File: src/rtl/count_pkg.sv
// -----------------------------------------------------------------------------
// count_pkg
//   Shared definitions for the bit-count unit: operand width, counter width,
//   operation encodings and FSM state encoding.
// -----------------------------------------------------------------------------
package count_pkg;

  localparam int XLEN  = 32;
  // Enough bits to hold a count of 0..XLEN inclusive.
  localparam int CNT_W = 6;

  typedef enum logic [1:0] {
    OP_CLZ  = 2'b00,
    OP_CTZ  = 2'b01,
    OP_CPOP = 2'b10,
    OP_PASS = 2'b11
  } op_e;

  typedef enum logic [1:0] {
    IDLE = 2'b00,
    RUN  = 2'b01,
    DONE = 2'b10
  } state_e;

endpackage

File: src/rtl/count_unit.sv
// -----------------------------------------------------------------------------
// count_unit
//   Iterative bit-count unit: count leading zeros, count trailing zeros,
//   population count, or pass-through of a 32-bit operand. One bit is examined
//   per clock, so latency depends on the operand.
//
// Ports
//   clk    in   single clock, all state changes on the rising edge
//   rst    in   synchronous active-high reset
//   start  in   request; only accepted when not busy (IDLE or DONE)
//   op     in   00 clz, 01 ctz, 10 cpop, 11 pass-through
//   a      in   operand, captured together with an accepted start
//   busy   out  high while an operation is running
//   done   out  one-cycle pulse; r is valid in that cycle
//   r      out  registered result, held until the next accepted start
// -----------------------------------------------------------------------------
module count_unit #(
  parameter int XLEN = 32
) (
  input  logic            clk,
  input  logic            rst,
  input  logic            start,
  input  logic [1:0]      op,
  input  logic [XLEN-1:0] a,
  output logic            busy,
  output logic            done,
  output logic [XLEN-1:0] r
);

  import count_pkg::*;

  // Result reported by clz/ctz when the operand has no set bit at all.
  localparam logic [XLEN-1:0] ALL_ZERO_RESULT = XLEN'(XLEN);

  state_e           state;
  op_e              opr;
  logic [XLEN-1:0]  sr;
  logic [CNT_W-1:0] cnt;

  // NOTE: every register here, including the outputs, is assigned with <= so
  // that all of them update together from the values seen before the edge;
  // mixing in blocking assignments would make the shift and the test of the
  // same sr bit order-dependent.
  always_ff @(posedge clk) begin
    if (rst) begin
      // NOTE: reset is sampled on the clock edge only, and clears the
      // datapath too, so an abandoned operation leaves no stale result behind.
      state <= IDLE;
      busy  <= 1'b0;
      done  <= 1'b0;
      r     <= '0;
      sr    <= '0;
      cnt   <= '0;
      opr   <= OP_CLZ;
    end else begin
      // done is a pulse: only the RUN-to-DONE transition raises it.
      done <= 1'b0;

      unique case (state)
        // DONE behaves like IDLE for accepting a new request, which is what
        // allows back-to-back operations without an idle gap.
        IDLE, DONE: begin
          if (start) begin
            sr    <= a;
            cnt   <= '0;
            opr   <= op_e'(op);
            state <= RUN;
            busy  <= 1'b1;
          end else begin
            state <= IDLE;
            busy  <= 1'b0;
          end
        end

        RUN: begin
          unique case (opr)
            OP_CLZ: begin
              if (sr == '0) begin
                r     <= ALL_ZERO_RESULT;
                state <= DONE;
                busy  <= 1'b0;
                done  <= 1'b1;
              end else if (sr[XLEN-1]) begin
                r     <= XLEN'(cnt);
                state <= DONE;
                busy  <= 1'b0;
                done  <= 1'b1;
              end else begin
                sr  <= sr << 1;
                cnt <= cnt + CNT_W'(1);
              end
            end

            OP_CTZ: begin
              if (sr == '0) begin
                r     <= ALL_ZERO_RESULT;
                state <= DONE;
                busy  <= 1'b0;
                done  <= 1'b1;
              end else if (sr[0]) begin
                r     <= XLEN'(cnt);
                state <= DONE;
                busy  <= 1'b0;
                done  <= 1'b1;
              end else begin
                sr  <= sr >> 1;
                cnt <= cnt + CNT_W'(1);
              end
            end

            OP_CPOP: begin
              // Stops as soon as the remaining bits are all zero, so the
              // latency tracks the highest set bit rather than the width.
              if (sr == '0) begin
                r     <= XLEN'(cnt);
                state <= DONE;
                busy  <= 1'b0;
                done  <= 1'b1;
              end else begin
                cnt <= cnt + CNT_W'(sr[0]);
                sr  <= sr >> 1;
              end
            end

            OP_PASS: begin
              r     <= sr;
              state <= DONE;
              busy  <= 1'b0;
              done  <= 1'b1;
            end

            default: begin
              state <= IDLE;
              busy  <= 1'b0;
            end
          endcase
        end

        default: begin
          state <= IDLE;
          busy  <= 1'b0;
        end
      endcase
    end
  end

endmodule

File: config.mk
export PLATFORM = sky130hd
export DESIGN_NAME = count_unit
export DESIGN_NICKNAME = d
export VERILOG_FILES = /design/src/rtl/count_pkg.sv /design/src/rtl/count_unit.sv
export SDC_FILE = /design/constraint.sdc
export NUM_CORES = 1
export LEC_CHECK = 0
export CORE_UTILIZATION = 30
export CTS_CLUSTER_SIZE = 12
export DETAILED_ROUTE_END_ITERATION = 6
export GPL_TIMING_DRIVEN = 0
export PLACE_DENSITY = 0.63
export SYNTH_ARGS = -nofsm -noshare
export SYNTH_HDL_FRONTEND = slang
export SYNTH_SLANG_ARGS = --single-unit
File: constraint.sdc
create_clock -name clk -period 2.11 [get_ports clk]
set_clock_uncertainty 0.1 [all_clocks]
set_input_delay 0.422 -clock clk [delete_from_list [all_inputs] [get_ports clk]]
set_output_delay 0.422 -clock clk [all_outputs]
set_load 0.01 [all_outputs]
; Word level (Yosys, flattened, before mapping)
; Cells that the tools add are included.
[op_classes]
add_sub_neg = 2
eq_ne = 18
mux = 44
n_bitwise = 1
n_reduce_logical = 12
[ops]
columns = cell, n
row1 = 2-to-1 mux 32 bit, 11
row2 = one-hot mux 32 bit (4 select lines), 1
row3 = one-hot mux 32 bit (3 select lines), 1
row4 = one-hot mux 32 bit (2 select lines), 1
row5 = 2-to-1 mux 6 bit, 6
row6 = logical NOT 32 bit, 1
row7 = inequality test 3 bit (second input constant), 8
row8 = one-hot mux 6 bit (3 select lines), 1
row9 = AND reduction 7 bit, 2
row10 = 2-to-1 mux 1 bit, 12
row11 = one-hot mux 6 bit (2 select lines), 1
row12 = 2-to-1 mux 2 bit, 5
row13 = inequality test 4 bit (second input constant), 2
row14 = one-hot mux 1 bit (4 select lines), 2
row15 = one-hot mux 2 bit (4 select lines), 1
row16 = AND reduction 8 bit, 1
row17 = adder 6 x 1 -> 6 bit, 1
row18 = adder 6 x 1 -> 6 bit (second input constant), 1
row19 = equality test 2 bit (second input constant), 3
row20 = equality test 2 x 1 -> 1 bit (second input constant), 2
row21 = logical NOT 2 bit, 2
row22 = inequality test 2 bit (second input constant), 2
row23 = inequality test 4 x 2 -> 1 bit (second input constant), 1
row24 = one-hot mux 2 bit (2 select lines), 1
row25 = 7 further kinds, 8
[word_totals]
regBits = 76
inputBits = 37
out_inout_bits = 34
elab_cells = 86

; Logic depth before layout (Yosys ltp)
; Gate-level depths: netlist of run 1.
[depth]
word_depth = 5
ltp_mapped = 10
depth_no_buf = 8

; Worst setup path before layout of run 1
; OpenSTA, ideal clock, no wires.
[synth_path]
path_type = reg-to-reg
startpoint = register opr[0]
endpoint = register cnt[5]
setup_ns = 0.079
arrival_ns = 1.953
required_ns = 1.931
slack_ns = -0.022
stages_incl_launch_ff = 11
path_buffers = 2
synth_period_minus_slack_ns = 2.132
path_cell_list = dfxtp_1 -> inv_1 -> ha_1 -> buf_2 -> clkbuf_1 -> nand2b_1 -> ha_1 -> nand3_1 -> or3_1 -> or2_2 -> o211ai_1
[synth_between]
elab_chain_len = 3
elab_cells_between_ends = 12
cone_classes = eq/ne (8) / mux (2) / reduce/logical (2)
[synth_rtl]
columns = item, line_no
row1 = from (decl), count_unit.sv:36  ; op_e opr;
row2 = from (signal assigned), count_unit.sv:66  ; opr <= op_e'(op);
row3 = "equality test 2 bit, or another cell as far along", count_unit.sv:76  ; unique case (opr)
row4 = "inequality test 4 x 2 -> 1 bit (no line), or another cell as far along", --
row5 = AND reduction 8 bit (no line) or one-hot mux 6 bit (2 select lines) (tied branches), --
row6 = to (signal assigned), count_unit.sv:90  ; cnt <= cnt + CNT_W'(1);
row7 = to (signal assigned), count_unit.sv:107  ; cnt <= cnt + CNT_W'(1);
row8 = to (signal assigned), count_unit.sv:120  ; cnt <= cnt + CNT_W'(sr[0]);
row9 = to (decl), count_unit.sv:38  ; logic [CNT_W-1:0] cnt;
; Several ways; a longest one is shown, not always the timed one.
; A chain may end at the register's enable or synchronous reset.

; Worst setup path in the final report of run 1
[layout_path]
startpoint = register opr[1]
endpoint = register sr[5]
[layout_between]
elab_chain_len = 3
elab_cells_between_ends = 12
cone_classes = eq/ne (8) / mux (2) / reduce/logical (2)
[layout_rtl]
columns = item, line_no
row1 = "equality test 2 bit, or another cell as far along", count_unit.sv:76
row2 = "inequality test 4 x 2 -> 1 bit (no line), or another cell as far along", --
row3 = AND reduction 8 bit (no line) or one-hot mux 32 bit (2 select lines) (tied branches), --
row4 = to (signal assigned), count_unit.sv:89  ; sr <= sr << 1;
row5 = to (signal assigned), count_unit.sv:106  ; sr <= sr >> 1;
row6 = to (signal assigned), count_unit.sv:121  ; sr <= sr >> 1;
row7 = to (decl), count_unit.sv:37  ; logic [XLEN-1:0] sr;
; Several ways; a longest one is shown, not always the timed one.

==> results of run 1 <==
==> registers in the layout, summed over array words and instances, names as in the netlist <==
| name | flops |
|---|---|
| sr | 32 |
| r | 32 |
| state | 2 |
| cnt | 6 |
| busy | 1 |
| done | 1 |
| opr | 2 |
==> layout by cell type, fill, tap and decap left out, drive strengths merged, types with 8 or more instances in the layout <==
master / instances
dfxtp: 76
a21oi: 72
clkdlybuf4s50: 69
clkbuf: 64
o21ai: 63
nand4: 57
nand2: 44
nor2: 35
o211ai: 33
a211oi: 30
buf: 27
nand3: 8
nor4: 8
==> worst reg2reg max path: cells and delay by family, from the launching register on <==
family | cells | cell delay (ps)
flops | 1 | 390
simple gates | 4 | 690
compound gates | 1 | 280
fa+ha+maj | 1 | 160
buf+inv | 3 | 400
==> report_power, final <==
part           switching, W  leakage (nW)  internal, W
clock network      0.000609         0.142     0.000856
registers          0.000160         0.622      0.00154
logic              0.000698          1.23     0.000469
total               0.00147          1.99      0.00287
==> metal layers <==
layer,GRT usage [%],up-vias,part of all wire [%],routed length (um)
met5,0,-,0,0
met4,8.72,0,2.2,351
met3,5.08,28,6.9,1090
met2,34.4,199,47,7390
met1,28.0,2320,44,6980
li1,-,2275,-,-
==> area by class of cell <==
cell class                      count  area [um2]
Sequential cell                    76        1530
Fill cell                        1389        8030
Clock inverter                      4        23.8
Inverter                            7        31.3
Tap cell                          180         225
Buffer                             67         405
Multi-Input combinational cell    404        2520
Clock buffer                       12         256
Timing Repair Buffer               81         803
==> kinds of logic after synthesis <==
logic type | share of synthesized area, %
AO/OA/AOI/OAI | 32.2
AND/OR/NAND/NOR | 21.6
buffers and inverters | 8.29
flip-flops | 35.9
adder cells (fa/ha/maj) | 1.77
multiplexers | 0.236
==> per-stage QoR <==
stage / hold slack (ps) / worst slack [ps] / instance area (um2)
global route: 394 / -62.0 / 5800
global placement: 365 / -341 / 5160
detailed placement: 365 / -379 / 5160
CTS: 380 / 0.0266 / 5650
finish: 378 / -11.9 / 5800
floorplan: 357 / 8.63 / 4240
==> what timing repair did <==
| action | CTS | global route |
|---|---|---|
| setup endpoints to repair | 71 | 56 |
| pin swaps | 3 | 9 |
| setup buffers | 8 | 2 |
| cloned | 0 | 2 |
| gates resized for setup | 46 | 52 |
==> worst paths after layout <==
kind                            start            endpoint  slack [ps]  depth (start not counted)
setup / recovery  opr[1]$_SDFFE_PP0P_  sr[5]$_SDFFE_PP0P_         -10                          9
hold / removal     r[11]$_SDFFE_PP0P_  r[11]$_SDFFE_PP0P_         380                          2
setup reg to reg  opr[1]$_SDFFE_PP0P_  sr[5]$_SDFFE_PP0P_         -10                          9
hold reg to reg    r[11]$_SDFFE_PP0P_  r[11]$_SDFFE_PP0P_         380                          2
==> reports/summary.txt, run 1 <==
cell area power density - 747 nW/um2
Area Growth Syn to Fin - 36.8%
effective utilization at floorplan - 30.7%
kind of start point of the critical path - register
Max-Cap Viols - 0
detailed-route via count - 4822
vertical die dimension - 121 um
antenna violations before repair - 0
buffer cell driving the clock tree root - clkbuf_16
violated checks - setup timing
H-Tree Depth - 3
cell accounting for the most synthesized area - dfxtp_1
leading cell type by number of instances after synthesis - dfxtp_1
leakage power - 1.99 nW
post-layout min period - 2120 ps
number of global-route vias before repair - 4647
kind of cell with the highest combined delay on the critical path - simple AND/OR/NAND/NOR gates
Synth Instances - 557
HPWL reported at the end of detailed placement - 10900 um
Slew @ Worst Pin - 661 ps
Max VDD drop - 0.361 mV
number of buffers and inverters on the critical path - 3
routability congestion estimate from global placement - 0.879
Critical Path Sink Type - register
RSZ-0062 raised after global routing - yes
number of buffer cells added on primary ports - 69
number of DRC markers after the initial detailed-route iteration - 503
class of the tightest hold or removal check - register to register
result of the run - complete, but fails checks
cell types with the largest area share after synthesis - dfxtp_1 36%, a21oi_1 8.5%, nand4_1 8.4%
number of failing setup endpoints in the final timing report - 3
total nets after synthesis - 600
Max stage delay cell, worst path - dfxtp_4
Pins Over Slew Limit - 0
CP Data Arrival Time - 2250 ps
final layout net count - 689
die area - 14600 um2
final setup margin - -11.9 ps
max frequency - 0.471 GHz
share of the synthesized area in the top cell type - 35.9%
DRC errors left - 0
proportion of layout cells with a drive suffix above 1 - 15.7%
setup TNS - -15.5 ps
synth warn - 0
clock tree from TritonCTS - done
required time at the worst-slack endpoint - 2240 ps
list of most frequent post-synthesis cells - 76 x dfxtp_1, 72 x a21oi_1, 62 x o21ai_0
maximum number of buffers from clock root to sink - 2
number of standard-cell rows in the floorplan - 43
GRT overflow - 0
FF+latch count, synth - 76
Detailed Routing Iterations Pass 1 - 7
sequential cell area fraction in the yosys report - 35.9%
antenna cells - 0
number of hold buffers added after cts - 0
average wire per cell in the routed design - 19.0 um
Sinks on Clock Net - 76
number of library cell types mapped by synthesis - 50
maximum number of pins on one net before global-route repair - 13
global-route wire length before repair - 24500 um
main flop type after synthesis - dfxtp_1
post-placement cell count - 806
GR Util All Layers - 21.6%
final core utilization - 41.9%
proportion of register bits with asynchronous set or reset after synthesis - 0%
Avg Vias per Cell - 5.80
power after layout - 0.00433 W
clock latency on the worst-skew pair - 350 ps
EDFF count, synth - 0
average instance area after synthesis - 7.61 um2
CORE AREA - 13800 um2
wirelength, routed - 15800 um
Die Span X - 121 um
clock-pin slew on the worst setup and hold paths - 60 ps
Syn Std Cell Area - 4240 um2
CP max stage delay - 390 ps
post-detailed-route count of antenna-violating nets - 0
kind of critical path - register to register
Top Ports - 71
Inserted Clock Buffers - 9
final-report hold violation count - 0
worst max-slew margin expressed relative to the limit - 56.0%
Non-Filler Instances - 831
Crit Path Max Fanout - 5
sequence of cells on the critical path - inv_4 -> ha_4 -> and2_4 -> or3_4 -> a211o_1 -> buf_2 -> clkbuf_16 -> nand4_1 -> nand2_1
period utilisation layout - 101%
(Power assumes the default switching activity.)
==> run 2: changes to the inputs <==
--- a/config.mk
+++ b/config.mk
@@ -6,7 +6,6 @@
 export NUM_CORES = 1
 export LEC_CHECK = 0
 export CORE_UTILIZATION = 30
-export CTS_CLUSTER_SIZE = 12
 export DETAILED_ROUTE_END_ITERATION = 6
 export GPL_TIMING_DRIVEN = 0
 export PLACE_DENSITY = 0.63
==> results of run 2 <==
No change in the layout: final DEF, timing and power equal those of run 1.
